File: src/rtl/core_mem_pkg.sv
// core_mem_pkg: shared encodings and widths for the MEM-stage load/store unit.
package core_mem_pkg;

    localparam int DATA_W = 32;
    localparam int ADDR_W = 32;
    localparam int LANES  = DATA_W / 8;

    // Access size as presented by the decode stage; 2'b11 behaves as a word.
    typedef enum logic [1:0] {
        SIZE_BYTE     = 2'b00,
        SIZE_HALF     = 2'b01,
        SIZE_WORD     = 2'b10,
        SIZE_WORD_ALT = 2'b11
    } mem_size_e;

    // Access sequencer states.
    typedef enum logic [1:0] {
        ST_IDLE = 2'd0,
        ST_REQ  = 2'd1,
        ST_WAIT = 2'd2,
        ST_DONE = 2'd3
    } mem_state_e;

    // Byte-enable patterns before lane shifting.
    localparam logic [LANES-1:0] BE_BYTE0   = 4'b0001;
    localparam logic [LANES-1:0] BE_HALF_LO = 4'b0011;
    localparam logic [LANES-1:0] BE_HALF_HI = 4'b1100;
    localparam logic [LANES-1:0] BE_WORD    = 4'b1111;

    // An access is misaligned when its address is not a multiple of its size.
    function automatic logic access_misaligned(input logic [1:0] size,
                                               input logic [1:0] addr_lo);
        logic mis;
        case (mem_size_e'(size))
            SIZE_BYTE: mis = 1'b0;
            SIZE_HALF: mis = addr_lo[0];
            default:   mis = (addr_lo != 2'b00);
        endcase
        return mis;
    endfunction

endpackage

File: src/rtl/core_mem_lane.sv
// core_mem_lane: byte-lane steering for stores and lane extraction/extension for loads.
module core_mem_lane
    import core_mem_pkg::*;
(
    input  logic [1:0]        size,
    input  logic [1:0]        addr_lo,
    input  logic              is_unsigned,
    input  logic [DATA_W-1:0] st_data,
    input  logic [DATA_W-1:0] ld_word,
    output logic [LANES-1:0]  be,
    output logic [DATA_W-1:0] st_lanes,
    output logic [DATA_W-1:0] ld_data
);

    logic [7:0]  ld_byte;
    logic [15:0] ld_half;

    // Store side: enables follow the address, data is replicated so every enabled lane sees it
    always_comb begin
        be       = BE_WORD;
        st_lanes = st_data;
        case (mem_size_e'(size))
            SIZE_BYTE: begin
                be       = BE_BYTE0 << addr_lo;
                st_lanes = {4{st_data[7:0]}};
            end
            SIZE_HALF: begin
                be       = addr_lo[1] ? BE_HALF_HI : BE_HALF_LO;
                st_lanes = {2{st_data[15:0]}};
            end
            default: begin
                be       = BE_WORD;
                st_lanes = st_data;
            end
        endcase
    end

    // Load side: pick the addressed lane, then zero- or sign-extend to a full word
    always_comb begin
        case (addr_lo)
            2'd0:    ld_byte = ld_word[7:0];
            2'd1:    ld_byte = ld_word[15:8];
            2'd2:    ld_byte = ld_word[23:16];
            default: ld_byte = ld_word[31:24];
        endcase
        ld_half = addr_lo[1] ? ld_word[31:16] : ld_word[15:0];
        case (mem_size_e'(size))
            SIZE_BYTE: ld_data = {{24{~is_unsigned & ld_byte[7]}}, ld_byte};
            SIZE_HALF: ld_data = {{16{~is_unsigned & ld_half[15]}}, ld_half};
            default:   ld_data = ld_word;
        endcase
    end

endmodule

File: src/rtl/core_mem_access.sv
// core_mem_access: MEM-stage load/store sequencer. Legal accesses are captured,
// issued on the request channel and completed with a single-cycle valid pulse;
// misaligned accesses and ALU-only instructions complete in the same cycle.
module core_mem_access
    import core_mem_pkg::*;
(
    input  logic              clk,
    input  logic              rst,
    input  logic              mem_read,
    input  logic              mem_write,
    input  logic [1:0]        mem_size,
    input  logic              mem_unsigned,
    input  logic [ADDR_W-1:0] addr,
    input  logic [DATA_W-1:0] wdata,
    output logic [DATA_W-1:0] read_memdata,
    output logic              v_read_memdata,
    output logic              mem_err,
    output logic              stall,
    output logic              m_req,
    output logic              m_we,
    output logic [ADDR_W-1:0] m_addr,
    output logic [DATA_W-1:0] m_wdata,
    output logic [LANES-1:0]  m_be,
    input  logic              m_ack,
    input  logic              m_rvalid,
    input  logic [DATA_W-1:0] m_rdata
);

    mem_state_e        state_q, state_d;
    logic [ADDR_W-1:0] addr_q, addr_d;
    logic [DATA_W-1:0] wdata_q, wdata_d;
    logic [1:0]        size_q, size_d;
    logic              uns_q, uns_d;
    logic              we_q, we_d;
    logic [DATA_W-1:0] rdata_q, rdata_d;

    logic              op_valid;
    logic              op_misaligned;
    logic [LANES-1:0]  lane_be;
    logic [DATA_W-1:0] lane_wdata;
    logic [DATA_W-1:0] lane_ldata;

    assign op_valid      = mem_read | mem_write;
    assign op_misaligned = access_misaligned(mem_size, addr[1:0]);

    // Lane logic works from the captured access so outputs stay stable while stalled
    core_mem_lane u_lane (
        .size        (size_q),
        .addr_lo     (addr_q[1:0]),
        .is_unsigned (uns_q),
        .st_data     (wdata_q),
        .ld_word     (rdata_q),
        .be          (lane_be),
        .st_lanes    (lane_wdata),
        .ld_data     (lane_ldata)
    );

    // State register: reset drops any in-flight access back to IDLE
    always_ff @(posedge clk or negedge rst) begin
        if (!rst) begin
            state_q <= ST_IDLE;
        end else begin
            state_q <= state_d;
        end
    end

    // Captured access fields and read response
    always_ff @(posedge clk or negedge rst) begin
        if (!rst) begin
            addr_q  <= '0;
            wdata_q <= '0;
            size_q  <= '0;
            uns_q   <= 1'b0;
            we_q    <= 1'b0;
            rdata_q <= '0;
        end else begin
            addr_q  <= addr_d;
            wdata_q <= wdata_d;
            size_q  <= size_d;
            uns_q   <= uns_d;
            we_q    <= we_d;
            rdata_q <= rdata_d;
        end
    end

    // Next-state and capture decisions
    always_comb begin
        state_d = state_q;
        addr_d  = addr_q;
        wdata_d = wdata_q;
        size_d  = size_q;
        uns_d   = uns_q;
        we_d    = we_q;
        rdata_d = rdata_q;
        case (state_q)
            ST_IDLE: begin
                if (op_valid && !op_misaligned) begin
                    addr_d  = addr;
                    wdata_d = wdata;
                    size_d  = mem_size;
                    uns_d   = mem_unsigned;
                    // A simultaneous read and write is executed as a load.
                    we_d    = mem_write & ~mem_read;
                    rdata_d = '0;
                    state_d = ST_REQ;
                end
            end
            ST_REQ: begin
                if (m_ack) begin
                    if (we_q) begin
                        state_d = ST_DONE;
                    end else if (m_rvalid) begin
                        rdata_d = m_rdata;
                        state_d = ST_DONE;
                    end else begin
                        state_d = ST_WAIT;
                    end
                end
            end
            ST_WAIT: begin
                if (m_rvalid) begin
                    rdata_d = m_rdata;
                    state_d = ST_DONE;
                end
            end
            ST_DONE: begin
                // The pipeline advances on this edge, so never re-issue from here.
                state_d = ST_IDLE;
            end
            default: begin
                state_d = ST_IDLE;
            end
        endcase
    end

    // Output decode from state and the current MEM-stage instruction
    always_comb begin
        read_memdata   = '0;
        v_read_memdata = 1'b0;
        mem_err        = 1'b0;
        stall          = 1'b0;
        m_req          = 1'b0;
        m_we           = 1'b0;
        m_addr         = '0;
        m_wdata        = '0;
        m_be           = '0;
        case (state_q)
            ST_IDLE: begin
                if (!op_valid) begin
                    v_read_memdata = 1'b1;
                end else if (op_misaligned) begin
                    v_read_memdata = 1'b1;
                    // Error flag is held low while reset is asserted.
                    mem_err        = rst;
                end else begin
                    stall = 1'b1;
                end
            end
            ST_REQ: begin
                stall   = 1'b1;
                m_req   = 1'b1;
                m_we    = we_q;
                m_addr  = {addr_q[ADDR_W-1:2], 2'b00};
                m_wdata = lane_wdata;
                m_be    = lane_be;
            end
            ST_WAIT: begin
                stall = 1'b1;
            end
            ST_DONE: begin
                v_read_memdata = 1'b1;
                read_memdata   = we_q ? '0 : lane_ldata;
            end
            default: begin
                stall = 1'b0;
            end
        endcase
    end

endmodule

File: config.mk
export PLATFORM = sky130hd
export DESIGN_NAME = core_mem_access
export DESIGN_NICKNAME = d
export VERILOG_FILES = /design/src/rtl/core_mem_pkg.sv /design/src/rtl/core_mem_lane.sv /design/src/rtl/core_mem_access.sv
export SDC_FILE = /design/constraint.sdc
export NUM_CORES = 1
export LEC_CHECK = 0
export CORE_MARGIN = 5
export CORE_UTILIZATION = 40
export CTS_BUF_LIST = sky130_fd_sc_hd__clkbuf_2
export DETAILED_ROUTE_END_ITERATION = 10
export MAX_ROUTING_LAYER = met4
export PLACE_DENSITY = 0.84
export SYNTH_ARGS = -nofsm -noshare
export SYNTH_HDL_FRONTEND = slang
export SYNTH_SLANG_ARGS = --single-unit
export TNS_END_PERCENT = 10
File: constraint.sdc
create_clock -name clk -period 3.2 [get_ports clk]
set_input_delay 0.64 -clock clk [delete_from_list [all_inputs] [get_ports clk]]
set_output_delay 0.64 -clock clk [all_outputs]
set_load 0.02 [all_outputs]
==> results.yml <==
clocking:
  clockBufferDepth: 2
  clkLatencyLatePin_ps: 610
  cts_tree: "done"
  clock_sinks: 102
  cts_max_level: 3
  cts_buffers: 9
  cts_root_buffer: "clkbuf_2"
  ctsHoldBuffers: 0
  clk_pin_slew_worst_paths_ps: 300
synth:
  syn_avg_cell_area_um2: 10.21
  synth_top_area_share_pct: 48.65
  synth_ff_type: "dfrtp_1"
  seq_area_frac_synth_pct: 48.65
  yosysTopAreaCell: "dfrtp_1"
  yosysWarnings: 0
  synthArstFlopShare_pct: 100.0
  ys_ff_latch: 102
  yosysUniqueCellTypes: 38
  synth_cells: 514
  synth_area_leaders: "dfrtp_1 49%, mux2_2 14%, a22o_1 5.3%, and2_1 5.1%, nand2_1 4.5%"
  synthesis.area_um2: 5246
  synth_enable_flop_cells: 0
placed_design:
  dpl.hpwl_mm: 12.39
  place_inst: 880
  io_buffers: 207
  gp_congestion: 0.9181
status:
  status: "completed"
global_route:
  grt_pass1_vias: 5206
  grt.total_usage_pct: 22.46
  grt_max_degree: 66
  grt_pass1_wl_mm: 27.58
  antenna_found_initial: 0
  overflow: 0
power_and_ir_drop:
  p_leak_nw: 4.453
  total_power_mw: 6.838
  p_per_area_nw_per_um2: 875.4
  ir_drop_uv: 559.7
die:
  die_y_um: 124.5
  die-area_um2: 15510
  fp.dieW_um: 124.5
  pin_count: 210
  start_util_pct: 41.24
  core_um2: 12720
  rows: 41
final_layout:
  postLayoutCoreUtil_pct: 61.40
  nNetsFinal: 830
  layout-drive-gt1-share_pct: 20.52
  syn_to_final_growth_pct: 48.89
  diodes: 0
  layout_commonest_cell: "clkdlybuf4s50_1"
  layout_common_cells: "105 x clkdlybuf4s50_1, 99 x dfrtp_1, 65 x mux2_2, 63 x nand2_1, 59 x dlymetal6s2s_1"
  final_cells: 898
detailed_routing:
  avgRoutedWirePerCell_um: 19.09
  drcViolationCount: 0
  drtAntennaViolNets: 0
  routed_wl_mm: 17.14
  firstDrtPassIters: 6
  drtIter0Drc: 433
  viasPerCell: 5.402
  via_count: 4851
timing:
  hold_viol_final: 0
  worstMarginPinSlew_ps: 847.1
  finalMaxSlewViolations: 0
  fin_crit_sh_pct: 98.27
  max_freq_mhz: 318.0
  period_needed_ps: 3145
  setup-tns-final_ps: 0
  rsz0062_at_grt: "yes"
  slew_headroom_pct: 43.52
  setup_violations: 0
  skew_ps: 26.66
flow_run:
  drv_cap: 0
critical_path:
  worstSetupStartpointType: "flip-flop"
  crit_type: "flip-flop to primary output"
  worst-path-max-fanout: 16
  rrSetupSlack_ps: 840
  crit_required_ps: 2560
  cp.arrival_ps: 2500
  endpoint_kind: "primary output"
min_path:
  hold_path.class: "input port to asynchronous set/reset pin"
## sequential cells by signal, indices dropped and copies added (netlist names)
| signal | flops |
|---|---|
| addr_q | 32 |
| rdata_q | 32 |
| we_q | 1 |
| wdata_q | 32 |
| size_q | 2 |
| state_q | 2 |
| uns_q | 1 |
## cell type report
type	count	area, um2
Tap cell	172	215.2
Timing Repair Buffer	233	2311
Inverter	13	48.80
Clock buffer	10	50.05
Clock inverter	6	77.57
Multi-Input combinational cell	362	2552
Sequential cell	102	2556
Fill cell	1085	4911
## through the flow
step,cell area (um2),setup slack [ps],hold WS [ps]
2_1_floorplan,5250,503.2,344.4
3_3_place_gp,7561,31.41,482.2
3_5_place_dp,7561,-5.858,486.4
4_1_cts,7709,-63.10,44.25
5_1_grt,7811,-135.6,28.66
6_report,7811,55.41,76.77
## worst max-delay path, cell delays in order, from the launching register on
cell and delay [ps]:
dfrtp_1 470, mux4_2 530, nor2b_1 170, o21ai_1 160, buf_6 180, nand2_1 70, dlygate4sd2_1 320
## metal layers
layer	vias up	wire [um]	global-route usage, %
li1	2191	-	-
met1	2351	6580	25.90
met2	282	8602	37.05
met3	27	1665	8.705
met4	0	291	5.416
met5	-	0	-
## report_power, final
group	internal (mW)	leakage [nW]	switching, mW
clock network	0.200	0.0766	0.465
logic	1.81	3.12	2.09
registers	1.85	1.26	0.418
## worst paths after layout
kind                            cells after the start  startpoint                to
worst max-delay path                                6   addr_q[1]  read_memdata[25]
worst min-delay path                                2         rst       wdata_q[29]
worst max register to register                      6  state_q[1]       wdata_q[22]
worst min register to register                      1  addr_q[29]        addr_q[29]
max in group asynchronous                           3         rst         size_q[0]
min in group clk                                    1  addr_q[29]        addr_q[29]
## logic make-up after synthesis
kind of cell             share of synthesized area (%)
flip-flops                                       48.65
AND/OR/NAND/NOR                                  14.48
buffers and inverters                            4.030
AO/OA/AOI/OAI                                    14.19
adder cells (fa/ha/maj)                         0.9540
multiplexers                                     17.62
other                                          0.07148
## cells in the mapped netlist, types with 4 or more instances
cell type    n
a21oi_1     37
a221oi_1     7
a22o_1      32
a22oi_1      7
and2_1      43
buf_2       10
clkbuf_1    24
dfrtp_1    102
ha_1         4
inv_1       12
mux2_2      65
mux2i_1     17
nand2_1     63
nand2b_1     6
nor2_1      38
o21ai_0     16
## repair_timing
item	4_1_cts	5_1_grt
setup buffers	2	0
setup endpoints to repair	85	86
resized for setup	62	114
hold endpoints to repair	0	0
(Power assumes the default switching activity.)
